--- src/rtl/mem_arbiter.sv ---
// rtl/mem_arbiter.sv - two-to-one instruction/data arbiter onto a single registered memory port
module mem_arbiter (
  input  logic        clk,
  input  logic        reset_n,
  input  logic [15:0] imem_address,
  input  logic [15:0] imem_wdata,
  input  logic        imem_read,
  input  logic        imem_write,
  input  logic [1:0]  imem_byte_enable,
  output logic [15:0] imem_rdata,
  output logic        imem_resp,
  input  logic [15:0] mem_address,
  input  logic [15:0] mem_wdata,
  input  logic        mem_read,
  input  logic        mem_write,
  input  logic [1:0]  mem_byte_enable,
  output logic [15:0] mem_rdata,
  output logic        mem_resp,
  output logic [15:0] pmem_address,
  output logic [15:0] pmem_wdata,
  output logic        pmem_read,
  output logic        pmem_write,
  output logic [1:0]  pmem_byte_enable,
  input  logic [15:0] pmem_rdata,
  input  logic        pmem_resp
);

  typedef enum logic [2:0] {
    IDLE   = 3'd0,
    BUSY_I = 3'd1,
    BUSY_D = 3'd2,
    DONE_I = 3'd3,
    DONE_D = 3'd4
  } state_e;

  localparam logic GRANT_I = 1'b0;
  localparam logic GRANT_D = 1'b1;

  state_e      state_q, state_d;
  logic        last_grant_q, last_grant_d;
  logic [15:0] addr_q, addr_d;
  logic [15:0] wdata_q, wdata_d;
  logic        read_q, read_d;
  logic        write_q, write_d;
  logic [1:0]  be_q, be_d;
  logic [15:0] i_rdata_q, i_rdata_d;
  logic [15:0] d_rdata_q, d_rdata_d;

  logic        i_req, d_req, pick_d;
  logic [15:0] sel_addr, sel_wdata;
  logic        sel_write;
  logic [1:0]  sel_be;

  assign i_req = imem_read | imem_write;
  assign d_req = mem_read | mem_write;
  // Data side wins when alone, or on a tie when instruction side had the last grant.
  assign pick_d = d_req & (~i_req | (last_grant_q == GRANT_I));

  assign sel_addr  = pick_d ? mem_address : imem_address;
  assign sel_wdata = pick_d ? mem_wdata : imem_wdata;
  assign sel_write = pick_d ? mem_write : imem_write;
  assign sel_be    = pick_d ? mem_byte_enable : imem_byte_enable;

  always_comb begin
    state_d      = state_q;
    last_grant_d = last_grant_q;
    addr_d       = addr_q;
    wdata_d      = wdata_q;
    read_d       = read_q;
    write_d      = write_q;
    be_d         = be_q;
    i_rdata_d    = i_rdata_q;
    d_rdata_d    = d_rdata_q;
    case (state_q)
      IDLE: begin
        if (i_req || d_req) begin
          last_grant_d = pick_d ? GRANT_D : GRANT_I;
          addr_d       = sel_addr;
          wdata_d      = sel_wdata;
          write_d      = sel_write;
          read_d       = ~sel_write;
          be_d         = sel_write ? sel_be : 2'b11;
          state_d      = pick_d ? BUSY_D : BUSY_I;
        end
      end
      BUSY_I, BUSY_D: begin
        if (pmem_resp) begin
          read_d  = 1'b0;
          write_d = 1'b0;
          if (read_q && state_q == BUSY_I) i_rdata_d = pmem_rdata;
          if (read_q && state_q == BUSY_D) d_rdata_d = pmem_rdata;
          state_d = (state_q == BUSY_I) ? DONE_I : DONE_D;
        end
      end
      DONE_I, DONE_D: state_d = IDLE;
      default:        state_d = IDLE;
    endcase
  end

  always_ff @(posedge clk or negedge reset_n) begin
    if (!reset_n) begin
      state_q      <= IDLE;
      last_grant_q <= GRANT_I;
      addr_q       <= 16'h0000;
      wdata_q      <= 16'h0000;
      read_q       <= 1'b0;
      write_q      <= 1'b0;
      be_q         <= 2'b00;
      i_rdata_q    <= 16'h0000;
      d_rdata_q    <= 16'h0000;
    end else begin
      state_q      <= state_d;
      last_grant_q <= last_grant_d;
      addr_q       <= addr_d;
      wdata_q      <= wdata_d;
      read_q       <= read_d;
      write_q      <= write_d;
      be_q         <= be_d;
      i_rdata_q    <= i_rdata_d;
      d_rdata_q    <= d_rdata_d;
    end
  end

  assign pmem_address     = addr_q;
  assign pmem_wdata       = wdata_q;
  assign pmem_read        = read_q;
  assign pmem_write       = write_q;
  assign pmem_byte_enable = be_q;
  assign imem_rdata       = i_rdata_q;
  assign mem_rdata        = d_rdata_q;
  assign imem_resp        = (state_q == DONE_I);
  assign mem_resp         = (state_q == DONE_D);

endmodule

--- config.mk ---
export PLATFORM = sky130hd
export DESIGN_NAME = mem_arbiter
export DESIGN_NICKNAME = d
export VERILOG_FILES = /design/src/rtl/mem_arbiter.sv
export SDC_FILE = /design/constraint.sdc
export NUM_CORES = 1
export LEC_CHECK = 0
export CAP_MARGIN = 20
export CORE_AREA = 2 2 98 100
export DETAILED_ROUTE_END_ITERATION = 16
export DIE_AREA = 0 0 100 102
export GPL_TIMING_DRIVEN = 0
export MAX_ROUTING_LAYER = met4
export PLACE_DENSITY_LB_ADDON = 0.3
export SYNTH_ARGS = -nofsm -noshare
export SYNTH_HDL_FRONTEND = slang
export SYNTH_SLANG_ARGS = --single-unit
--- constraint.sdc ---
create_clock -name clk -period 1.5 [get_ports clk]
set_clock_uncertainty 0.15 [all_clocks]
set_input_delay 0.15 -clock clk [delete_from_list [all_inputs] [get_ports clk]]
set_output_delay 0.15 -clock clk [all_outputs]
set_load 0.1 [all_outputs]
Word level (Yosys, flattened, before mapping)
Cells that the tools add are included.
Operators by class
  equal/unequal tests: 6
  muxes and demuxes: 16
  bitwise logic cells: 7
  reductions and logical operators: 11
Operator list (number)
  $mux W16: 2
  $mux W3: 3
  $reduce_and A3 Y1: 3
  $eq A3 B2 Y1 const B: 2
  $mux W2: 3
  $pmux W3 S2: 1
  $mux W1: 5
  $ne A2 B2 Y1 const B: 2
  $pmux W1 S2: 2
  $reduce_and A2 Y1: 2
  $eq A3 B1 Y1 const B: 1
  $eq A3 B3 Y1 const B: 1
  $logic_not A3 Y1: 1
  $not A1 Y1: 3
  $or A1 B1 Y1: 3
  $logic_and A1 B1 Y1: 2
  $reduce_bool A2 Y1: 1
  $reduce_or A2 Y1: 1
  $and A1 B1 Y1: 1
  $logic_or A1 B1 Y1: 1
Word-level totals
  flip-flop bits (word level): 72
  output and inout bits: 70
  logic and storage cells: 49

Longest topological paths before layout
Gate-level depths: netlist of run 1.
  word-level depth: 8
  depth in mapped cells: 6
  mapped depth without buffers: 3

Worst setup path after synthesis of run 1
OpenSTA, ideal clock, no wires.
  path kind: register to output
  start: register state_q[0]
  end: output port imem_resp
  data arrival time: 2.698 ns
  setup slack: -1.498 ns
  cell stages (with the launch flop): 4
  path through: dfrtp_1 buf_2 inv_1 nor3b_1
Between the ends
  longest elaborated chain between the ends: 1
RTL lines
  start, declared: RTL line 39  | state_e state_q, state_d;
  start signal, assigned: RTL line 112  | state_q <= state_d;
  $eq A3 B2 Y1: RTL line 131  | assign imem_resp = (state_q == DONE_I);
  end, declared: RTL line 11  | output logic imem_resp,
Every way passes these cells.

Final worst setup path of run 1
  start: register state_q[1]
  end: register wdata_q[3] (netlist: pmem_wdata[3])
Between the ends
  longest elaborated chain between the ends: 2
RTL lines
  $logic_not A3 Y1: RTL line 74  | case (state_q)
  $reduce_and A2 Y1 (no line)
  end signal, assigned: RTL line 115  | wdata_q <= wdata_d;
  end, declared: RTL line 42  | logic [15:0] wdata_q, wdata_d;
Every way passes these cells.
A chain may end at the register's enable or synchronous reset.

==> flow_metrics.py, run 1 <==
metrics = {
    "setup_path": {
        "rr_endpoint": "pmem_wdata[3]",
        "worstRegToRegCells": 6,
        "crit_path_start_kind": "flip-flop",
        "cpPeakStageDelay_ns": 0.46,
        "crit_type": "flip-flop to flip-flop",
        "cpLargestDelayFamily": "simple AND/OR/NAND/NOR gates",
        "cp_num_cells": 6,
        "required_ns": 1.56,
        "regToRegStartpoint": "state_q[1]",
        "rrSetupSlack_ns": -0.16,
        "path_buf_inv": 3,
        "slowest_stage": "dfrtp_2",
        "worstPathMaxFanout": 5,
        "cp-end-kind": "flip-flop",
        "crit_arrival_ns": 1.72,
        "cp_cell_sequence": "nor3_4, and2_4, buf_8, buf_12, clkbuf_16, a31oi_1",
    },
    "route": {
        "drcViolationCount": 0,
        "first_pass_iters": 4,
        "vias": 3264,
        "avgViaCountPerCell": 5.35,
        "dr.first_iter.drc_count": 103,
        "wl_mm": 10.9,
        "wl_per_cell_um": 17.8,
        "drtAntennaViolNets": 0,
    },
    "outcome": {
        "outcome": "complete, but fails checks",
        "violations": "setup timing",
    },
    "die": {
        "core_um2": 9110,
        "io_pins": 161,
        "num_rows": 35,
        "initial_utilization_pct": 35.6,
        "die_x_um": 100,
        "die_h_um": 102,
        "dieArea_um2": 10200,
    },
    "yosys": {
        "syn_area_um2": 3250,
        "synth_cells": 301,
        "yosysWarnings": 0,
        "yosys.area.top_type": "dfrtp_1",
        "synth_area_per_cell_um2": 10.8,
        "synth_edf_count": 0,
        "syn_nets": 392,
        "async_reset_ff_share_pct": 100,
        "ys.flop_type": "dfrtp_1",
        "synth-seq-cells": 72,
        "yosysTopAreaCellShare_pct": 55.5,
        "synth_cell_type_count": 30,
        "yosysSeqAreaShare_pct": 55.5,
        "synth_area_leaders": "dfrtp_1 (55%), mux2_2 (10%), a31oi_1 (6.2%)",
    },
    "global_route": {
        "grt_pass1_wl_mm": 16.0,
        "grt_pass1_vias": 3251,
        "grt_max_degree": 73,
        "gr-total-overflow": 0,
        "antenna_found_initial": 0,
        "grt.total_usage_pct": 20.6,
    },
    "clocking": {
        "cts_sinks": 72,
        "clk_path_buf_depth": 2,
        "clkLatencyLatePin_ns": 0.33,
        "cts_buffers": 9,
        "clk_pin_slew_ns": 0.08,
        "cts_max_level": 3,
        "cts_tree": "yes",
        "clock-root-buffer": "clkbuf_8",
    },
    "placement": {
        "place_congestion": 0.789,
        "pre_cts_slack_ns": -0.696,
        "io_buffer_count": 160,
        "dpl_cell_area_um2": 5060,
        "hpwl_mm": 7.14,
    },
    "layout": {
        "regArea_um2": 1810,
        "final_cell_area_um2": 5550,
        "final_nets": 585,
        "drive_above_1_share_pct": 40.9,
        "multi_input_area_um2": 1510,
        "antennaDiodeCount": 0,
        "area_delta_synth_final_pct": 71.0,
        "fillers": 787,
    },
    "sta": {
        "max_freq_mhz": 604,
        "period_needed_ns": 1.66,
        "setup_viol": 68,
        "worst_slew_pin_slew_ns": 0.515,
        "whs_ns": 0.205,
        "period_share_pct": 110,
        "layout_setup_ws_ns": -0.155,
        "slew_headroom_pct": 65.9,
        "rsz0062_at_grt": "yes",
        "report.final.slew_viol_count": 0,
        "hold_viol": 0,
    },
    "hold_path": {
        "holdCritPathClass": "input pin to async pin",
    },
    "flow_run": {
        "cap_violations": 0,
    },
}
tightest hold or removal path: cells and delay by family:
| family | cells | cell delay [ns] |
|---|---|---|
| buf+inv | 3 | 0.95 |
layout by cell type, fill, tap and decap left out, types with 3 or more instances in the layout:
cell and count:
clkdlybuf4s50_1 85, dfrtp_1 68, buf_2 64, o21ai_0 35, nand3_1 34, mux2_2 29
a31oi_1 29, a21oi_1 20, a21oi_2 11, clkbuf_8 11, clkbuf_2 10, buf_4 9
buf_6 8, clkbuf_4 7, buf_8 6, clkbuf_16 6, buf_12 6, inv_1 5
dlygate4sd2_1 4, mux2_4 3, a31oi_4 3, a21oi_4 3, dfrtp_2 3
Yosys cell counts, types with 3 or more instances:
master    count
a21oi_1      34
a31oi_1      32
buf_2         4
buf_6         4
clkbuf_1     19
dfrtp_1      72
inv_1         5
mux2_1        3
mux2_2       29
nand3_1      35
nor2_1        3
o21ai_0      37
o32ai_1       3
sequential cells by signal (all words and copies together) (netlist names):
register / count
last_grant_q: 1
state_q: 3
pmem_read: 1
pmem_write: 1
imem_rdata: 16
pmem_byte_enable: 2
mem_rdata: 16
pmem_wdata: 16
pmem_address: 16
metrics by stage:
step / util [%] / std cells / setup TNS, ns
after global routing: 60.9 / 610 / -10.33
after detailed placement: 55.5 / 573 / -55.14
final: 60.9 / 610 / -6.53
after CTS: 58.6 / 604 / -5.76
after global placement: 55.3 / 572 / -222.80
after floorplan: - / 301 / -4.14
logic make-up (layout without fill, tap and decap cells):
logic type             count (synthesis)  after routing  share of synthesized area, %
muxes                                 32             32                          11.1
buffers and inverters                 32            230                          4.78
AOI/OAI and AO/OA                    114            114                          19.9
DFF                                   72             72                          55.5
and+or+nand+nor                       51             51                          8.71
layer usage:
metal	vias to the layer above	global-route usage [%]	part of all wire, %
li1	1515	-	-
met1	1575	25.2	42
met2	159	34.1	49
met3	15	4.51	7.1
met4	0	6.74	1.4
met5	-	-	0
final cells by class:
cell class | instances | area share [%]
clock buffers | 11 | 2.73
inverters | 5 | 0.338
well taps | 111 | 2.50
flip-flops and latches | 72 | 32.6
multi-input cells | 197 | 27.1
clock inverters | 5 | 0.992
plain buffers | 25 | 4.55
repair buffers | 184 | 29.2
worst max-delay path by stage:
stage	startpoint	to
after floorplan	pmem_read	imem_rdata[10]
after global placement	reset_n	pmem_read
after detailed placement	state_q[0]	imem_resp
after CTS	state_q[2]	mem_rdata[9]
after global routing	state_q[1]	pmem_wdata[3]
final	state_q[1]	pmem_wdata[3]
what timing repair did:
action,4_1_cts,5_1_grt
gates cloned,6,3
pin swaps,16,4
endpoints found under the hold margin,72,0
setup buffers,10,5
hold buffers,1,0
endpoints found under the setup margin,139,71
gates resized for setup,426,27
Power of run 1 is not shown: default switching activity piles up to over one toggle a cycle in this logic, so the estimate is an artifact.
==> inputs of run 2 (changes only) <==
--- a/config.mk
+++ b/config.mk
@@ -9,7 +9,6 @@
 export CORE_AREA = 2 2 98 100
 export DETAILED_ROUTE_END_ITERATION = 16
 export DIE_AREA = 0 0 100 102
-export GPL_TIMING_DRIVEN = 0
 export MAX_ROUTING_LAYER = met4
 export PLACE_DENSITY_LB_ADDON = 0.3
 export SYNTH_ARGS = -nofsm -noshare
==> run 2 against run 1 <==
Non-clock buffer count decreased by 3. Setup slack got worse by 0.0051 ns. Critical path depth decreased by 3. Core utilization increased by 15 points. Clock-buffer cell count unchanged. Worst hold slack got worse by 0.089 ns. Wire length increased by 16%. Critical endpoint is now imem_resp. Sequential cell count unchanged. Sequential share of layout area decreased by 6.5 points. The flow still finishes with violations (setup timing).
==> flow_metrics.py, run 2 (same netlist as run 1, synthesis figures left out) <==
metrics = {
    "die": {
        "dieArea_um2": 10200,
        "initial_utilization_pct": 35.6,
        "io_pins": 161,
        "num_rows": 35,
        "die_x_um": 100,
        "core_um2": 9110,
        "die_h_um": 102,
    },
    "outcome": {
        "violations": "setup timing",
        "outcome": "complete, but fails checks",
    },
    "route": {
        "drtAntennaViolNets": 0,
        "dr.first_iter.drc_count": 108,
        "wl_per_cell_um": 20.7,
        "vias": 3419,
        "first_pass_iters": 5,
        "drcViolationCount": 0,
        "avgViaCountPerCell": 5.63,
        "wl_mm": 12.6,
    },
    "hold_path": {
        "holdCritPathClass": "input pin to async pin",
    },
    "placement": {
        "io_buffer_count": 160,
        "place_congestion": 0.827,
        "placed_cells_incl_taps": 576,
        "hpwl_mm": 7.43,
    },
    "sta": {
        "rsz0062_at_grt": "yes",
        "worst_slew_pin_slew_ns": 0.378,
        "setup_viol": 71,
        "report.final.slew_viol_count": 0,
        "slew_headroom_pct": 74.6,
        "setup-tns-final_ns": -7.18,
        "layout_setup_ws_ns": -0.160,
        "max_freq_mhz": 602,
        "whs_ns": 0.116,
        "period_share_pct": 111,
        "period_needed_ns": 1.66,
        "hold_viol": 0,
    },
    "setup_path": {
        "slowest_stage": "dfrtp_2",
        "required_ns": 1.20,
        "cp-end-kind": "output port",
        "worstPathMaxFanout": 4,
        "crit_arrival_ns": 1.36,
        "crit_path_start_kind": "flip-flop",
        "crit_type": "flip-flop to output port",
        "cpPeakStageDelay_ns": 0.45,
        "cp_cell_sequence": "buf_6, nor3b_4, buf_12",
    },
    "clocking": {
        "cts_buffers": 9,
        "clock-root-buffer": "clkbuf_8",
        "clk_pin_slew_ns": 0.08,
        "cts_sinks": 72,
        "clk_path_buf_depth": 2,
        "cts_tree": "yes",
        "clkLatencyLatePin_ns": 0.34,
        "cts_max_level": 3,
    },
    "layout": {
        "drive_above_1_share_pct": 45.8,
        "antennaDiodeCount": 0,
        "post-route-util_pct": 76.2,
        "final_cell_count_no_fill": 607,
        "area_delta_synth_final_pct": 114,
        "final_common_cell": "clkdlybuf4s50_1",
        "final_nets": 582,
        "final_cell_mix": "clkdlybuf4s50_1 (85), buf_12 (79), dfrtp_1 (69)",
    },
    "global_route": {
        "grt_pass1_vias": 3552,
        "grt.total_usage_pct": 23.3,
        "gr-total-overflow": 0,
        "grt_pass1_wl_mm": 17.7,
        "grt_max_degree": 36,
        "antenna_found_initial": 0,
    },
    "flow_run": {
        "cap_violations": 0,
    },
}
## run 2: cell types whose count changed in the layout (fill, tap and decap cells not counted), moves of 4 or more
cell	before	now
a21oi_1	20	0
a21oi_2	11	18
a21oi_4	3	16
a31oi_1	29	25
buf_12	6	79
buf_2	64	0
buf_4	9	21
buf_8	6	2
clkbuf_2	10	0
clkbuf_4	7	0
mux2_2	29	16
mux2_4	3	16
## run 2: cell type report
| type | instances | area [µm²] |
|---|---|---|
| Timing Repair Buffer | 206 | 2910 |
| Tap cell | 111 | 139 |
| Sequential cell | 72 | 1810 |
| Clock inverter | 5 | 103 |
| Multi-Input combinational cell | 197 | 1810 |
| Fill cell | 542 | 2170 |
| Clock buffer | 11 | 151 |
| Inverter | 5 | 18.8 |
## run 2: worst max-delay path, delay by kind of cell, from the launching register on
| kind | cells | cell delay, ns |
|---|---|---|
| buf+inv | 2 | 0.34 |
| flops | 1 | 0.45 |
| simple gates | 1 | 0.22 |
## run 2: metrics by stage
stage	cell area (µm²)	worst slack (ns)
after detailed placement	5870	-0.501
after CTS	6570	-0.151
final	6940	-0.160
after global placement	5870	-0.431
after global routing	6940	-0.216
after floorplan	3290	-0.212
## run 2: per-layer routing
layer	global-route usage, %	vias up	wire, µm
li1	-	1501	-
met1	26.9	1674	4640
met2	38.0	200	6450
met3	4.86	44	916
met4	13.3	0	558
met5	-	-	0
## run 2: final timing paths
check / startpoint / to / slack [ns] / cells after the start
max reg2reg: state_q[1] / pmem_wdata[1] / -0.15 / 7
min in group clk: mem_address[14] / pmem_address[14] / 0.22 / 3
min reg2reg: imem_rdata[12] / imem_rdata[12] / 0.42 / 1
min: reset_n / imem_rdata[6] / 0.12 / 2
max: state_q[2] / imem_resp / -0.16 / 3
max in group asynchronous: reset_n / pmem_wdata[0] / 0.56 / 3
## run 2: repair_timing
| item | in CTS | in global routing |
|---|---|---|
| hold endpoints to repair | 72 | 0 |
| pin swaps | 15 | 26 |
| hold buffers | 1 | 0 |
| cloned | 5 | 3 |
| endpoints found under the setup margin | 67 | 73 |
| buffers inserted | 8 | 1 |
| gates resized for setup | 58 | 70 |
Power of run 2 is left out for the same reason.
==> inputs of run 3 (changes only) <==
--- a/config.mk
+++ b/config.mk
@@ -11,6 +11,7 @@
 export DIE_AREA = 0 0 100 102
 export MAX_ROUTING_LAYER = met4
 export PLACE_DENSITY_LB_ADDON = 0.3
+export RECOVER_POWER = 25
 export SYNTH_ARGS = -nofsm -noshare
 export SYNTH_HDL_FRONTEND = slang
 export SYNTH_SLANG_ARGS = --single-unit
==> run 3 against run 2 <==
The run still ends with setup timing left. Sequential cell count unchanged. Clock-buffer cell count unchanged. Critical path depth unchanged. Wire length up 0.15%. Cell count unchanged.
==> flow_metrics.py, run 3 (same netlist as run 1, synthesis figures left out) <==
metrics = {
    "placement": {
        "place_congestion": 0.827,
        "hpwl_mm": 7.43,
        "io_buffer_count": 160,
        "placed_cells_incl_taps": 576,
    },
    "die": {
        "io_pins": 161,
        "initial_utilization_pct": 35.6,
        "core_um2": 9110,
        "die_x_um": 100,
        "num_rows": 35,
        "dieArea_um2": 10200,
        "die_h_um": 102,
    },
    "flow_run": {
        "cap_violations": 0,
    },
    "route": {
        "drtAntennaViolNets": 0,
        "avgViaCountPerCell": 5.65,
        "wl_per_cell_um": 20.7,
        "drcViolationCount": 0,
        "vias": 3432,
        "dr.first_iter.drc_count": 102,
        "wl_mm": 12.6,
        "first_pass_iters": 5,
    },
    "outcome": {
        "outcome": "complete, but fails checks",
        "violations": "setup timing",
    },
    "setup_path": {
        "crit_path_start_kind": "flip-flop",
        "worstPathMaxFanout": 4,
        "rr_endpoint": "pmem_wdata[1]",
        "required_ns": 1.20,
        "startpoint": "state_q[2]",
        "rrSetupSlack_ns": -0.15,
        "crit_arrival_ns": 1.36,
        "regToRegStartpoint": "state_q[1]",
        "cp_cell_sequence": "buf_6, nor3b_4, buf_12",
        "cpPeakStageDelay_ns": 0.45,
        "worstRegToRegCells": 7,
        "endpoint": "imem_resp",
        "crit_type": "flip-flop to output port",
        "cp-end-kind": "output port",
        "slowest_stage": "dfrtp_2",
    },
    "global_route": {
        "grt_pass1_wl_mm": 17.7,
        "grt_max_degree": 36,
        "grt_pass1_vias": 3552,
        "antenna_found_initial": 0,
        "grt.total_usage_pct": 23.3,
        "gr-total-overflow": 0,
    },
    "layout": {
        "antennaDiodeCount": 0,
        "final_common_cell": "clkdlybuf4s50_1",
        "final_nets": 582,
        "area_delta_synth_final_pct": 113,
        "final_cell_mix": "clkdlybuf4s50_1 (85), buf_12 (78), dfrtp_1 (69)",
        "final_cell_count_no_fill": 607,
        "drive_above_1_share_pct": 45.8,
        "post-route-util_pct": 76.1,
        "fillers": 545,
    },
    "sta": {
        "whs_ns": 0.221,
        "max_freq_mhz": 602,
        "period_needed_ns": 1.66,
        "setup-tns-final_ns": -7.03,
        "hold_viol": 0,
        "layout_setup_ws_ns": -0.160,
        "slew_headroom_pct": 51.4,
        "report.final.slew_viol_count": 0,
        "worst_slew_pin_slew_ns": 0.730,
        "rsz0062_at_grt": "yes",
        "setup_viol": 71,
        "period_share_pct": 111,
    },
    "clocking": {
        "cts_tree": "yes",
        "cts_sinks": 72,
        "clk_pin_slew_ns": 0.08,
        "clk_path_buf_depth": 2,
        "clkLatencyLatePin_ns": 0.34,
        "cts_buffers": 9,
        "clock-root-buffer": "clkbuf_8",
        "cts_max_level": 3,
    },
    "hold_path": {
        "holdCritPathClass": "input pin to flip-flop",
    },
}
[run 3: cell count changes in the layout (fill, tap and decap cells not counted)]
| cell | change |
|---|---|
| buf_12 | -1 |
| clkbuf_4 | +1 |
| clkbuf_8 | +1 |
| clkbuf_2 | +1 |
| buf_4 | -2 |
[run 3: metrics by stage]
step	area [µm²]	setup WS (ns)
after floorplan	3290	-0.212
after global placement	5870	-0.431
after detailed placement	5870	-0.501
after CTS	6570	-0.151
after global routing	6930	-0.216
final	6930	-0.160
[run 3: layer usage]
layer	track usage [%]	vias up	part of all wire, %
met5	-	-	0
met4	13.3	0	4.6
met3	4.86	47	6.8
met2	38.0	203	51
met1	26.9	1682	38
li1	-	1500	-
[run 3: area by class of cell]
type | instances | area, µm² | share of cell area, %
Sequential cell | 72 | 1810 | 26.1
Multi-Input combinational cell | 197 | 1810 | 26.1
Tap cell | 111 | 139 | 2.00
Clock inverter | 5 | 103 | 1.48
Inverter | 5 | 18.8 | 0.271
Timing Repair Buffer | 206 | 2900 | 41.9
Clock buffer | 11 | 151 | 2.18
[run 3: worst max-delay path, delay by kind of cell (launching register included)]
family	cells	cell delay, ns
flip-flops	1	0.45
buffers and inverters	2	0.34
AND/OR/NAND/NOR	1	0.22
[run 3: repair_timing]
action	4_1_cts	5_1_grt
gates cloned	5	3
hold buffers	1	0
buffers inserted	8	1
hold endpoints to repair	72	0
setup endpoints to repair	67	73
resized for setup	58	70
pin swaps	15	26
[run 3: worst min-delay path by stage]
stage                    startpoint               end  slack [ns]  cells after the start
floorplan                   reset_n     imem_rdata[0]       -0.30                      0
global placement            reset_n    imem_rdata[10]       -0.07                      1
detailed placement          reset_n     imem_rdata[6]       -0.06                      1
CTS                         reset_n     imem_rdata[6]        0.11                      2
global route        mem_address[14]  pmem_address[14]        0.23                      3
finish              mem_address[14]  pmem_address[14]        0.22                      3
Power of run 3 is left out for the same reason.
